--- src/rtl/stream_word_splitter_if.sv ---
// ============================================================================
// Module   : stream_word_splitter_if
// Brief    : Handshake bundle for the 32-to-16 FWFT word splitter.
// Revision : 1.0 - initial release
// ============================================================================
`default_nettype none

interface stream_word_splitter_if #(
    parameter int CNT_WIDTH = 16
);
    logic                 ENABLE;
    logic                 FIFO_READ_NEXT_OUT;
    logic                 FIFO_EMPTY_IN;
    logic [31:0]          FIFO_DATA_IN;
    logic                 FIFO_READ_NEXT_IN;
    logic                 FIFO_EMPTY_OUT;
    logic [15:0]          FIFO_DATA_OUT;
    logic [CNT_WIDTH-1:0] WORD_COUNT;
    logic                 BUSY;

    // master: the surrounding system (upstream FIFO, downstream core, control)
    modport master (
        output ENABLE, FIFO_EMPTY_IN, FIFO_DATA_IN, FIFO_READ_NEXT_IN,
        input  FIFO_READ_NEXT_OUT, FIFO_EMPTY_OUT, FIFO_DATA_OUT, WORD_COUNT, BUSY
    );

    // slave: the splitter itself
    modport slave (
        input  ENABLE, FIFO_EMPTY_IN, FIFO_DATA_IN, FIFO_READ_NEXT_IN,
        output FIFO_READ_NEXT_OUT, FIFO_EMPTY_OUT, FIFO_DATA_OUT, WORD_COUNT, BUSY
    );
endinterface

`default_nettype wire

--- src/rtl/stream_word_splitter.sv ---
// ============================================================================
// Module   : stream_word_splitter
// Brief    : Pops 32-bit words from an FWFT FIFO, re-presents them as an FWFT
//            16-bit halfword source, one halfword per cycle without bubbles.
// Revision : 1.0 - initial release
// ============================================================================
`default_nettype none

module stream_word_splitter #(
    parameter bit LSB_FIRST = 1'b1,
    parameter int CNT_WIDTH = 16
) (
    input  logic                    BUS_CLK,
    input  logic                    BUS_RST_N,
    stream_word_splitter_if.slave   bus
);

    typedef enum logic [1:0] {
        S_EMPTY  = 2'd0,
        S_FIRST  = 2'd1,
        S_SECOND = 2'd2
    } state_t;

    state_t               r_state;
    logic [31:0]          r_hold;
    logic [CNT_WIDTH-1:0] r_count;
    logic [15:0]          r_data;
    logic                 r_empty;
    logic                 r_busy;
    logic                 w_load;

    function automatic logic [15:0] first_half(input logic [31:0] word);
        return LSB_FIRST ? word[15:0] : word[31:16];
    endfunction

    function automatic logic [15:0] second_half(input logic [31:0] word);
        return LSB_FIRST ? word[31:16] : word[15:0];
    endfunction

    // Gated by reset so no upstream pop can leak out while reset is held.
    assign w_load = BUS_RST_N & bus.ENABLE & ~bus.FIFO_EMPTY_IN &
                    ((r_state == S_EMPTY) |
                     ((r_state == S_SECOND) & bus.FIFO_READ_NEXT_IN));

    always_ff @(posedge BUS_CLK or negedge BUS_RST_N) begin
        if (!BUS_RST_N) begin
            r_state <= S_EMPTY;
            r_hold  <= 32'h0;
            r_count <= '0;
            r_data  <= 16'h0;
            r_empty <= 1'b1;
            r_busy  <= 1'b0;
        end else begin
            case (r_state)
                S_EMPTY: begin
                    if (w_load) begin
                        r_state <= S_FIRST;
                        r_hold  <= bus.FIFO_DATA_IN;
                        r_count <= r_count + 1'b1;
                        r_data  <= first_half(bus.FIFO_DATA_IN);
                        r_empty <= 1'b0;
                        r_busy  <= 1'b1;
                    end
                end
                S_FIRST: begin
                    if (bus.FIFO_READ_NEXT_IN) begin
                        r_state <= S_SECOND;
                        r_data  <= second_half(r_hold);
                    end
                end
                S_SECOND: begin
                    // Back-to-back reload keeps the halfword stream bubble-free.
                    if (bus.FIFO_READ_NEXT_IN) begin
                        if (w_load) begin
                            r_state <= S_FIRST;
                            r_hold  <= bus.FIFO_DATA_IN;
                            r_count <= r_count + 1'b1;
                            r_data  <= first_half(bus.FIFO_DATA_IN);
                        end else begin
                            r_state <= S_EMPTY;
                            r_data  <= 16'h0;
                            r_empty <= 1'b1;
                            r_busy  <= 1'b0;
                        end
                    end
                end
                default: begin
                    r_state <= S_EMPTY;
                    r_data  <= 16'h0;
                    r_empty <= 1'b1;
                    r_busy  <= 1'b0;
                end
            endcase
        end
    end

    assign bus.FIFO_READ_NEXT_OUT = w_load;
    assign bus.FIFO_EMPTY_OUT     = r_empty;
    assign bus.FIFO_DATA_OUT      = r_data;
    assign bus.WORD_COUNT         = r_count;
    assign bus.BUSY               = r_busy;

endmodule

`default_nettype wire
--- src/flat_wrapper.sv ---
// flat-port wrapper written by rule: the top's interface ports become plain ports
module stream_word_splitter_flat 
#(
    parameter bit LSB_FIRST = 1'b1,
    parameter int CNT_WIDTH = 16
)
  (BUS_CLK, BUS_RST_N, bus_ENABLE, bus_FIFO_EMPTY_IN, bus_FIFO_DATA_IN, bus_FIFO_READ_NEXT_IN, bus_FIFO_READ_NEXT_OUT, bus_FIFO_EMPTY_OUT, bus_FIFO_DATA_OUT, bus_WORD_COUNT, bus_BUSY);
  stream_word_splitter_if #(.CNT_WIDTH(CNT_WIDTH)) bus_i ();
  input  logic BUS_CLK;
  input  logic BUS_RST_N;
  input wire logic [$bits(bus_i.ENABLE)-1:0] bus_ENABLE;
  input wire logic [$bits(bus_i.FIFO_EMPTY_IN)-1:0] bus_FIFO_EMPTY_IN;
  input wire logic [$bits(bus_i.FIFO_DATA_IN)-1:0] bus_FIFO_DATA_IN;
  input wire logic [$bits(bus_i.FIFO_READ_NEXT_IN)-1:0] bus_FIFO_READ_NEXT_IN;
  output wire logic [$bits(bus_i.FIFO_READ_NEXT_OUT)-1:0] bus_FIFO_READ_NEXT_OUT;
  output wire logic [$bits(bus_i.FIFO_EMPTY_OUT)-1:0] bus_FIFO_EMPTY_OUT;
  output wire logic [$bits(bus_i.FIFO_DATA_OUT)-1:0] bus_FIFO_DATA_OUT;
  output wire logic [$bits(bus_i.WORD_COUNT)-1:0] bus_WORD_COUNT;
  output wire logic [$bits(bus_i.BUSY)-1:0] bus_BUSY;
  assign bus_i.ENABLE = bus_ENABLE;
  assign bus_i.FIFO_EMPTY_IN = bus_FIFO_EMPTY_IN;
  assign bus_i.FIFO_DATA_IN = bus_FIFO_DATA_IN;
  assign bus_i.FIFO_READ_NEXT_IN = bus_FIFO_READ_NEXT_IN;
  assign bus_FIFO_READ_NEXT_OUT = bus_i.FIFO_READ_NEXT_OUT;
  assign bus_FIFO_EMPTY_OUT = bus_i.FIFO_EMPTY_OUT;
  assign bus_FIFO_DATA_OUT = bus_i.FIFO_DATA_OUT;
  assign bus_WORD_COUNT = bus_i.WORD_COUNT;
  assign bus_BUSY = bus_i.BUSY;
  stream_word_splitter #(.LSB_FIRST(LSB_FIRST), .CNT_WIDTH(CNT_WIDTH)) u_core (.BUS_CLK(BUS_CLK), .BUS_RST_N(BUS_RST_N), .bus(bus_i));
endmodule
--- config.mk ---
export PLATFORM = sky130hd
export DESIGN_NAME = stream_word_splitter_flat
export DESIGN_NICKNAME = d
export VERILOG_FILES = /design/src/rtl/stream_word_splitter_if.sv /design/src/rtl/stream_word_splitter.sv /design/src/flat_wrapper.sv
export SDC_FILE = /design/constraint.sdc
export NUM_CORES = 1
export LEC_CHECK = 0
export BUFFER_PORTS_ARGS = -buffer_cell sky130_fd_sc_hd__buf_2
export CORE_UTILIZATION = 50
export CTS_CLUSTER_SIZE = 16
export DETAILED_ROUTE_END_ITERATION = 10
export GPL_TIMING_DRIVEN = 1
export PLACE_DENSITY_LB_ADDON = 0.2
export SLEW_MARGIN = 20
export SYNTH_ARGS = -nofsm -noshare
export SYNTH_HDL_FRONTEND = slang
export SYNTH_SLANG_ARGS = --single-unit
--- constraint.sdc ---
create_clock -name BUS_CLK -period 1.8 [get_ports BUS_CLK]
set_clock_uncertainty 0.15 [all_clocks]
set_input_delay 0.27 -clock BUS_CLK [delete_from_list [all_inputs] [get_ports BUS_CLK]]
set_output_delay 0.27 -clock BUS_CLK [all_outputs]
set_load 0.005 [all_outputs]
==> metrics.csv <==
stage;metric;value;unit
yosys;synth.avg_cell_area;13.1;um^2
clocking;clk_latency;300;ps
sta;period_needed;1740;ps
worst_setup_path;required;1380;ps
yosys;ys_types;33;
grt;grt_pass1_wl;7.15;mm
drt;ant_nets;0;
clocking;cts.sinks;52;
worst_setup_path;path_max_fanout;2;
sta;fmax;0.576;GHz
flow_run;cap_viol_max_count;0;
hold_path;whs_path_depth;2;
sta;hold_viol;0;
finish;instances_no_fill;300;
yosys;synthCells;169;
worst_setup_path;critPathBufInv;2;
sta;slew_headroom;71.6;%
place;placed_cells;288;
yosys;synth_top_area_cell;dfrtp_1;
grt;gr-total-overflow;0;
yosys;syn-cell-area;0.00221;mm^2
drt;drt-total-wl;4.56;mm
hold_path;hp-class;in2reg;
die;die-width;68.5;um
worst_setup_path;path_depth;4;
clocking;htreeDepth;2;
yosys;yosysMostFrequentCell;dfrtp_1;
grt;antenna_found_initial;0;
power;p_per_area;1050;mW/mm^2
grt;grt_pass1_vias;1526;
yosys;synth_edf_count;0;
drt;dr.pass1.iters;8;
worst_setup_path;cp-endpoint;bus_FIFO_READ_NEXT_OUT;
power;p_leak;1.42;nW
worst_setup_path;cp-startpoint;u_core.r_state[0]$_DFFE_PN0P_;
status;status;complete, no violations;
worst_setup_path;arrival;1320;ps
clocking;cts_tree;done;
grt;grt_usage;20.9;%
worst_setup_path;critPathKind;reg2out;
yosys;async_flop_share;100;%
finish;final_util;67.2;%
yosys;yosysWarningCount;0;
clocking;cts_buffer_depth;2;
worst_setup_path;cp-start-kind;flop;
sta;tightest_slew;426;ps
drt;wire_per_inst;15.2;um
sta;rsz0062_at_grt;no;
sta;slew_violations;0;
clocking;root_buffer;clkbuf_8;
yosys;yosys-top-cells-count;dfrtp_1, inv_1, mux2_2;
place;place_hpwl;3.19;mm
die;start_util;53.8;%
worst_setup_path;path_cells;nand4bb_4, nor2_4, buf_6, buf_2;
worst_setup_path;reg2reg_from;u_core.r_state[0]$_DFFE_PN0P_;
finish;area_growth;24.9;%
sta;finalSetupTns;0;ps
drt;drc_errors;0;
die;ios;72;
clocking;cts_buffers;5;
finish;num_antenna_cells;0;
die;dieArea;0.00470;mm^2
drt;dr_total_vias;1651;
yosys;ys_seq_area_share;58.8;%
drt;viasPerCell;5.50;
place;portBuffers;71;
worst_setup_path;r2r_end;u_core.bus.FIFO_DATA_OUT[4]$_DFFE_PN0P_;
grt;grt_max_degree;35;
die;num_rows;23;
power;vdd_drop_max;0.664;mV
yosys;netlist_top_cells_area;dfrtp_1, mux2_2, a222oi_1, xnor2_1, inv_1;
worst_setup_path;reg2reg_depth;5;
worst_setup_path;cp_top_family;flip-flops;
sta;finalSetupViolCount;0;
clocking;clkSlewWorstSetupHoldPaths;90;ps
finish;drive_above_1_share;45.6;%
worst_setup_path;r2r_slack;80;ps
yosys;netlist.area_leader.share;57.7;%
sta;fin_crit_sh;96.4;%
place;gp_congestion;0.738;
yosys;synth-seq-cells;52;
finish;nets;287;
worst_setup_path;max_stage_delay;410;ps
worst_setup_path;slowest_stage;dfrtp_2;
drt;drt_iter0_markers;161;
yosys;syn_nets;207;
die;die-height;68.5;um
die;core-area;0.00412;mm^2
worst_setup_path;end_kind;primary output;
yosys;synth_top_flop_cell;dfrtp_1;
repair_timing:
item                                    in CTS  in global routing
endpoints found under the setup margin       1                  0
resized for setup                            2                  0
buffers inserted                             3                  0
hold endpoints to repair                    51                  0
hold buffers                                 1                  0
state kept, by name, indices dropped and copies added (netlist names):
signal                     count
u_core.bus.FIFO_DATA_OUT      16
u_core.bus.WORD_COUNT         16
u_core.r_hold                 16
u_core.r_state                 2
u_core.bus.BUSY                1
u_core.bus.FIFO_EMPTY_OUT      1
metrics by stage:
stage / hold WS, ps / cell area (um^2) / total power, mW / setup WS (ps)
finish: 45.3 / 2770 / 2.91 / 64.5
floorplan: -176 / 2210 / 1.94 / 166
CTS: 38.3 / 2770 / 2.94 / 55.4
global route: 42.4 / 2770 / 3.08 / 3.81
global placement: 185 / 2630 / 2.22 / 141
detailed placement: 205 / 2630 / 2.25 / 101
cell type report:
class	count	area (um^2)
well taps	50	62.6
multi-input cells	93	800
repair buffers	80	442
clock inverters	1	7.51
clock buffers	7	86.3
fillers	341	1350
inverters	17	63.8
flip-flops and latches	52	1300
where the power goes:
group | internal (mW) | switching, mW | leakage (nW)
Clock | 0.313 | 0.373 | 0.0445
Combinational | 0.356 | 0.289 | 0.711
Sequential | 1.41 | 0.167 | 0.661
layout by cell type (no fill, tap or decap), drive strengths merged, types with 4 or more instances in the layout:
cell	netlist	routed
a21oi	4	4
a222oi	16	16
buf	6	79
clkbuf	1	7
dfrtp	51	51
inv	17	17
mux2	17	17
nand2	7	7
nand3	5	5
nand4	9	9
nor2	4	4
xnor2	14	14
layer usage:
layer | part of all wire [%] | wire length, um | vias up | global-route usage (%)
met3 | 6.8 | 309 | 7 | 5.76
met4 | 1.2 | 56 | 0 | 7.03
li1 | - | - | 773 | -
met5 | 0 | 0 | - | 0
met2 | 48 | 2210 | 57 | 31.9
met1 | 44 | 1980 | 814 | 28.7
worst min path at each step:
stage,start,slack [ps],endpoint
CTS,bus_FIFO_DATA_IN[19],40,u_core.r_hold[19]$_DFFE_PN0P_
global route,bus_FIFO_DATA_IN[17],40,u_core.r_hold[17]$_DFFE_PN0P_
floorplan,BUS_RST_N,-180,u_core.bus.BUSY$_DFFE_PN0P_
global placement,BUS_RST_N,190,u_core.r_state[1]$_DFFE_PN0P_
detailed placement,BUS_RST_N,210,u_core.bus.FIFO_DATA_OUT[6]$_DFFE_PN0P_
finish,bus_FIFO_DATA_IN[19],50,u_core.r_hold[19]$_DFFE_PN0P_
kinds of logic (layout without fill, tap and decap cells):
family | Yosys count | after routing | synth area share [%]
flops | 52 | 52 | 58.8
simple gates | 38 | 38 | 11.8
buf+inv | 24 | 105 | 5.03
compound gates | 22 | 22 | 9.16
mux | 17 | 17 | 8.65
xor+xnor | 15 | 15 | 5.94
fa+ha+maj | 1 | 1 | 0.565
No activity file was read; power rests on OpenSTA's default activity.
